--- src/rtl/ce_gen_pkg.sv ---
// Shared types for the multi-channel clock-enable generator.
// Encodings are fixed because the mode bit arrives raw from the write port.
package ce_gen_pkg;

  typedef enum logic {
    MODE_PERIODIC = 1'b0,
    MODE_ONESHOT  = 1'b1
  } mode_t;

  typedef enum logic {
    ST_IDLE = 1'b0,
    ST_RUN  = 1'b1
  } state_t;

endpackage

--- src/rtl/ce_gen_chan.sv ---
// One clock-enable channel: stored divisor/mode, down-counter and IDLE/RUN state.
// Priority per edge is stop > start > sync > count.
module ce_gen_chan
  import ce_gen_pkg::*;
#(
  parameter int WIDTH = 32
) (
  input  logic             i_clk,
  input  logic             i_arstn,
  input  logic             wr_en,
  input  logic [WIDTH-1:0] wr_div,
  input  logic             wr_mode,
  input  logic             start,
  input  logic             stop,
  input  logic             sync,
  output logic             ce,
  output logic             busy
);

  logic [WIDTH-1:0] div_reg, div_next;
  logic [WIDTH-1:0] cnt_reg, cnt_next;
  mode_t            mode_reg, mode_next;
  state_t           state_reg, state_next;
  logic             ce_reg, ce_next;

  always_ff @(posedge i_clk or negedge i_arstn) begin
    if (!i_arstn) begin
      div_reg   <= '0;
      cnt_reg   <= '0;
      mode_reg  <= MODE_PERIODIC;
      state_reg <= ST_IDLE;
      ce_reg    <= 1'b0;
    end else begin
      div_reg   <= div_next;
      cnt_reg   <= cnt_next;
      mode_reg  <= mode_next;
      state_reg <= state_next;
      ce_reg    <= ce_next;
    end
  end

  always_comb begin
    div_next   = div_reg;
    mode_next  = mode_reg;
    cnt_next   = cnt_reg;
    state_next = state_reg;
    ce_next    = 1'b0;

    if (wr_en) begin
      div_next  = wr_div;
      mode_next = mode_t'(wr_mode);
    end

    if (stop) begin
      state_next = ST_IDLE;
    end else if (start) begin
      // div_next carries a same-cycle write so a restart can use it directly
      state_next = ST_RUN;
      cnt_next   = div_next;
    end else if (state_reg == ST_RUN) begin
      if (sync) begin
        cnt_next = div_reg;
      end else if (cnt_reg != '0) begin
        cnt_next = cnt_reg - WIDTH'(1);
      end else begin
        ce_next = 1'b1;
        if (mode_reg == MODE_PERIODIC) cnt_next = div_reg;
        else                           state_next = ST_IDLE;
      end
    end
  end

  assign ce   = ce_reg;
  assign busy = (state_reg == ST_RUN);

endmodule

--- src/rtl/ce_gen_multi.sv ---
// NCH independent clock-enable channels sharing one config write port and a global sync.
// Writes addressed beyond the last channel match no decoder and are dropped.
module ce_gen_multi
  import ce_gen_pkg::*;
#(
  parameter  int WIDTH = 32,
  parameter  int NCH   = 4,
  localparam int CHW   = (NCH > 1) ? $clog2(NCH) : 1
) (
  input  logic             i_clk,
  input  logic             i_arstn,
  input  logic             i_wr_en,
  input  logic [CHW-1:0]   i_wr_ch,
  input  logic [WIDTH-1:0] i_wr_div,
  input  logic             i_wr_mode,
  input  logic [NCH-1:0]   i_start,
  input  logic [NCH-1:0]   i_stop,
  input  logic             i_sync,
  output logic [NCH-1:0]   o_ce,
  output logic [NCH-1:0]   o_busy
);

  logic [NCH-1:0] wr_hit;

  genvar gi;
  generate
    for (gi = 0; gi < NCH; gi++) begin : g_chan
      assign wr_hit[gi] = i_wr_en && (i_wr_ch == CHW'(gi));

      ce_gen_chan #(
        .WIDTH (WIDTH)
      ) u_chan (
        .i_clk   (i_clk),
        .i_arstn (i_arstn),
        .wr_en   (wr_hit[gi]),
        .wr_div  (i_wr_div),
        .wr_mode (i_wr_mode),
        .start   (i_start[gi]),
        .stop    (i_stop[gi]),
        .sync    (i_sync),
        .ce      (o_ce[gi]),
        .busy    (o_busy[gi])
      );
    end
  endgenerate

endmodule

--- config.mk ---
export PLATFORM = sky130hd
export DESIGN_NAME = ce_gen_multi
export DESIGN_NICKNAME = d
export VERILOG_FILES = /design/src/rtl/ce_gen_pkg.sv /design/src/rtl/ce_gen_chan.sv /design/src/rtl/ce_gen_multi.sv
export SDC_FILE = /design/constraint.sdc
export NUM_CORES = 1
export LEC_CHECK = 0
export CAP_MARGIN = 20
export CELL_PAD_IN_SITES_DETAIL_PLACEMENT = 1
export CELL_PAD_IN_SITES_GLOBAL_PLACEMENT = 2
export CORE_MARGIN = 3
export CORE_UTILIZATION = 40
export DETAILED_ROUTE_END_ITERATION = 16
export GPL_TIMING_DRIVEN = 0
export PLACE_DENSITY_LB_ADDON = 0.1
export SETUP_SLACK_MARGIN = 0.4
export SLEW_MARGIN = 20
export SYNTH_ARGS = -nofsm -noshare
export SYNTH_HDL_FRONTEND = slang
export SYNTH_SLANG_ARGS = --single-unit
--- constraint.sdc ---
create_clock -name i_clk -period 3.5 [get_ports i_clk]
set_input_delay 0.7 -clock i_clk [delete_from_list [all_inputs] [get_ports i_clk]]
set_output_delay 0.7 -clock i_clk [all_outputs]
set_load 0.1 [all_outputs]
==> results of run 1 <==
[stage by stage]
stage | hold slack, ns | setup TNS [ns] | area [um2] | cells | utilization
finish | 0.0485 | 0 | 17500 | 2164 | 0.476
global route | 0.0574 | 0 | 17500 | 2164 | 0.476
CTS | 0.0491 | 0 | 17400 | 2161 | 0.472
detailed placement | 0.480 | -4.53 | 16200 | 2103 | 0.440
global placement | 0.476 | -2943.19 | 16100 | 2100 | 0.438
floorplan | 0.404 | 0 | 15000 | 1578 | -
[critical path, cell delays in order]
cell and delay (ns):
clkdlybuf4s50_1 0.58, clkbuf_1 0.74, nor2_1 0.27, o31a_1 0.17, clkbuf_1 0.23, clkbuf_2 0.31
o311ai_0 0.41
[layout make-up]
type | instances | area (um2) | share of cell area
multi-input combinational | 1162 | 7880 | 0.450
sequential | 268 | 6710 | 0.383
clock buffer | 49 | 1020 | 0.0583
timing repair buffer | 65 | 688 | 0.0393
tap | 468 | 586 | 0.0334
buffer | 105 | 450 | 0.0257
inverter | 43 | 165 | 0.00943
clock inverter | 4 | 20.0 | 0.00114
[routing by layer]
layer	global-route usage	routed length, um
met1	0.376	24700
met2	0.448	25300
met3	0.0389	2520
met4	0.0946	1980
met5	0	0
[power breakdown]
group | internal [mW] | switching [mW]
clock | 2.01 | 1.38
combinational | 0.944 | 1.25
sequential | 3.72 | 0.598
[placed cells by master (no fill, tap or decap), drive strengths merged, types with 46 or more instances in the layout]
master and instances:
dfrtp 268, nor2 171, clkbuf 130, mux2 129
nand2 114, a21oi 100, o21ai 89, clkdlybuf4s50 53
nand3 51, mux2i 47, a31oi 46
[logic make-up after synthesis]
| group | after synthesis | synth area share |
|---|---|---|
| AO/OA/AOI/OAI | 406 | 0.178 |
| XOR/XNOR | 45 | 0.0263 |
| adder cells (fa/ha/maj) | 8 | 0.00668 |
| buffers and inverters | 148 | 0.0399 |
| flip-flops | 268 | 0.448 |
| multiplexers | 176 | 0.128 |
| AND/OR/NAND/NOR | 527 | 0.172 |
[path summary, 6_finish.rpt]
check | startpoint | end | slack [ns] | cells after the start
max in group asynchronous | i_arstn | g_chan[0].u_chan.cnt_reg[4] | 2.32 | 3
min reg2reg | g_chan[1].u_chan.cnt_reg[21] | g_chan[1].u_chan.cnt_reg[21] | 0.50 | 1
min in group i_clk | g_chan[1].u_chan.cnt_reg[21] | g_chan[1].u_chan.cnt_reg[21] | 0.50 | 1
min | i_arstn | g_chan[1].u_chan.cnt_reg[30] | 0.05 | 1
max | i_sync | g_chan[1].u_chan.cnt_reg[25] | 0.46 | 7
max reg2reg | g_chan[1].u_chan.cnt_reg[22] | g_chan[1].u_chan.cnt_reg[25] | 0.49 | 8
[timing repair]
item	4_1_cts	5_1_grt
setup buffers	5	3
pin swaps	3	2
setup endpoints to repair	127	93
gates resized for setup	20	32
==> out/metrics.yaml, run 1 <==
clk_latency_ns: 0.53
hp-class: "in -> async"
drc_errors: 0
post-place-ws_ns: -0.238
cts_sinks: 268
crit_required_ns: 3.89
power_mw: 9.90
coreArea_mm2: 0.0368
postRouteWirelength_mm: 54.4
ys_top_cells_by_count: "dfrtp_1, nor2_1, mux2_2, nand2_1, a21oi_1"
critPathLaunchType: "input port"
die_w_um: 199
syn_nets: 1633
crit_type: "in -> reg"
fin_nets: 1734
p_per_area_mw_per_mm2: 565
cts_hold_buf: 0
grt_first_pass_wirelength_mm: 83.4
synth_most_common_cell: "dfrtp_1"
cp_data_arrival_time_ns: 3.43
outcome: "finished clean"
port_buffers: 54
p_leak_nw: 6.89
antenna_found_initial: 6
grt_pass1_vias: 13836
via_per_inst: 6.09
drtIter0Drc: 737
period_share: 0.869
drive_gt1_frac: 0.149
cts_tree: "yes"
setup_ws_ns: 0.458
ir_drop_mv: 0.356
num_rows: 70
setup_viol: 0
slew_viol_final: 0
initial_core_util: 0.407
fillers: 4152
avgSynthCellArea_um2: 9.49
cts_buffer_depth: 3
ys_types: 71
area_growth_pct: 17.0
post-dp-hpwl_mm: 37.8
clk_pin_slew_worst_paths_ns: 0.06
io_pins: 55
die_y_um: 199
ys_seq_area_frac: 0.448
routabilityCongestion: 0.854
numCtsBuffers: 34
rsz0062_at_grt: "yes"
wire_per_inst_um: 25.1
worst_clock_skew_ns: 0.0126
cts_max_level: 2
first_pass_iters: 4
netlist_instances: 1578
vias: 13170
cts-root-buf: "clkbuf_16"
drv_cap: 0
synth_edf_count: 0
crit_path_end_kind: "register"
async_flop_share: 1.00
slew_headroom: 0.292
cp_max_fo: 10
ys_ff_latch: 268
antenna_cells: 0
yosysWarnings: 0
hold_violations: 0
fmax_mhz: 329
synth_top_cell_by_area: "dfrtp_1"
grtUsageTotal: 0.275
worst_pin_slew_ns: 1.05
syn-cell-area_mm2: 0.0150
ant_nets: 0
layout_min_cycle_time_ns: 3.04
synth_flop_cell: "dfrtp_1"
synthTopCellsByArea: "dfrtp_1, mux2_2, nor2_1"
grt_max_degree: 84
overflow: 0
die_area_mm2: 0.0398
synth_top_area_frac: 0.448
Note: power is estimated with default switching activity, not from simulation.
==> inputs of run 2 (changes only) <==
- CORE_MARGIN: 3 -> 8
- GPL_TIMING_DRIVEN: 0 -> not set
==> run 2 against run 1 <==
Compared with the run above: clock power hardly changed; combinational power decreased by 4%; global-route usage decreased by 4.2 points; setup slack improved by 0.11 ns; die area grew 10%; clock-buffer cell count is 3 higher; first-iteration DRC count down 11%; sequential power barely moved; critical path depth grew 1; largest power group unchanged.
==> out/metrics.yaml, run 2 (synthesized netlist as in run 1, its figures left out) <==
outcome: "finished clean"
initial_core_util: 0.401
worst_clock_skew_ns: 0.0101
final_common_cell: "dfrtp_1"
setup_ws_ns: 0.571
power_mw: 9.84
setup_viol: 0
whs_ns: 0.207
clk_latency_ns: 0.54
fmax_mhz: 341
slew_viol_final: 0
p_leak_nw: 6.98
ant_nets: 0
final_core_util: 0.468
setup_tns_ns: 0
hp-class: "in -> async"
layout_min_cycle_time_ns: 2.93
reg2reg_depth: 8
port_buffers: 54
vias: 12811
drive_gt1_frac: 0.171
post-place-ws_ns: 0.398
cts_max_level: 2
slew_headroom: 0.315
cts_hold_buf: 0
grt_first_pass_wirelength_mm: 79.8
fin_nets: 1701
die_w_um: 209
cts_tree: "yes"
routabilityCongestion: 0.802
via_per_inst: 5.98
cp-endpoint: "g_chan[1].u_chan.cnt_reg[20]"
worst_pin_slew_ns: 1.02
period_share: 0.837
die_area_mm2: 0.0439
grt_max_degree: 87
timing.critical_path.from: "g_chan[1].u_chan.cnt_reg[0]"
cp_data_arrival_time_ns: 3.37
cts-root-buf: "clkbuf_16"
drtIter0Drc: 658
crit_type: "reg -> reg"
wire_per_inst_um: 23.8
hold_violations: 0
cts_setup_buffers: 0
grt_pass1_vias: 13449
antenna_cells: 0
fin_cells: 2141
cts_buffer_depth: 3
wl_met2_mm: 23.2
wl_met1_mm: 24.5
r2r-end: "g_chan[1].u_chan.cnt_reg[20]"
num_rows: 71
cts_sinks: 268
cp_max_fo: 5
placedCellCount: 2081
final_cell_mix: "dfrtp_1, nor2_1, mux2_2"
first_pass_iters: 5
crit_path_end_kind: "register"
numCtsBuffers: 35
clk_pin_slew_worst_paths_ns: 0.06
drc_errors: 0
die_y_um: 209
drv_cap: 0
overflow: 0
top_layer: "met5"
coreArea_mm2: 0.0373
post-dp-hpwl_mm: 33.9
ir_drop_mv: 0.345
critPathLaunchType: "register"
rr_startpoint: "g_chan[1].u_chan.cnt_reg[0]"
postPlaceCellArea_mm2: 0.0164
grtUsageTotal: 0.233
antenna_found_initial: 11
final_area_mm2: 0.0175
rsz0062_at_grt: "no"
r2r_slack_ns: 0.57
area_growth_pct: 16.6
crit_required_ns: 3.94
p_per_area_mw_per_mm2: 564
postRouteWirelength_mm: 51.0
io_pins: 55
wl_met3_mm: 2.12
-- run 2: cell count changes in the layout (fill, tap and decap cells not counted), sizes merged --
cell           previous run  this run
clkinvlp                  1         2
o31ai                    16        17
clkbuf                  130        53
clkinv                    6         7
clkdlybuf4s50            53        47
buf                      36        87
-- run 2: layer usage --
metal / vias up / global-route usage
met5: - / 0
met4: 2 / 0.0615
met3: 67 / 0.0349
met2: 210 / 0.372
met1: 6541 / 0.326
li1: 5991 / -
-- run 2: cell type report --
class,instances,area (um2)
fill,4190,19900
multi-input combinational,1163,7740
sequential,268,6710
timing repair buffer,135,1190
clock buffer,52,1020
tap,474,593
inverter,43,165
clock inverter,6,32.5
-- run 2: worst min path at each step --
| stage | from | endpoint | slack [ns] |
|---|---|---|---|
| after CTS | i_arstn | g_chan[1].u_chan.div_reg[31] | 0.20 |
| after detailed placement | g_chan[1].u_chan.cnt_reg[21] | g_chan[1].u_chan.cnt_reg[21] | 0.48 |
| after global routing | i_arstn | g_chan[1].u_chan.div_reg[27] | 0.23 |
| after global placement | g_chan[1].u_chan.cnt_reg[21] | g_chan[1].u_chan.cnt_reg[21] | 0.49 |
| after floorplan | i_arstn | g_chan[0].u_chan.busy | 0.40 |
| final | i_arstn | g_chan[1].u_chan.div_reg[31] | 0.21 |
-- run 2: power by group --
part,switching [mW],internal [mW],total [mW]
combinational,1.16,0.967,2.12
sequential,0.586,3.72,4.31
clock,1.40,2.01,3.41
-- run 2: critical path: stages, from the launching register on --
cell	delay (ns)
dfrtp_1	0.40
inv_1	0.14
ha_1	0.21
nor3b_1	0.32
nor4b_1	0.69
nand2_1	0.22
or4_1	0.42
mux2_2	0.27
o21ai_0	0.17
-- run 2: what timing repair did --
item	4_1_cts	5_1_grt
hold endpoints to repair	0	0
setup endpoints to repair	0	15
gates resized for setup	0	3
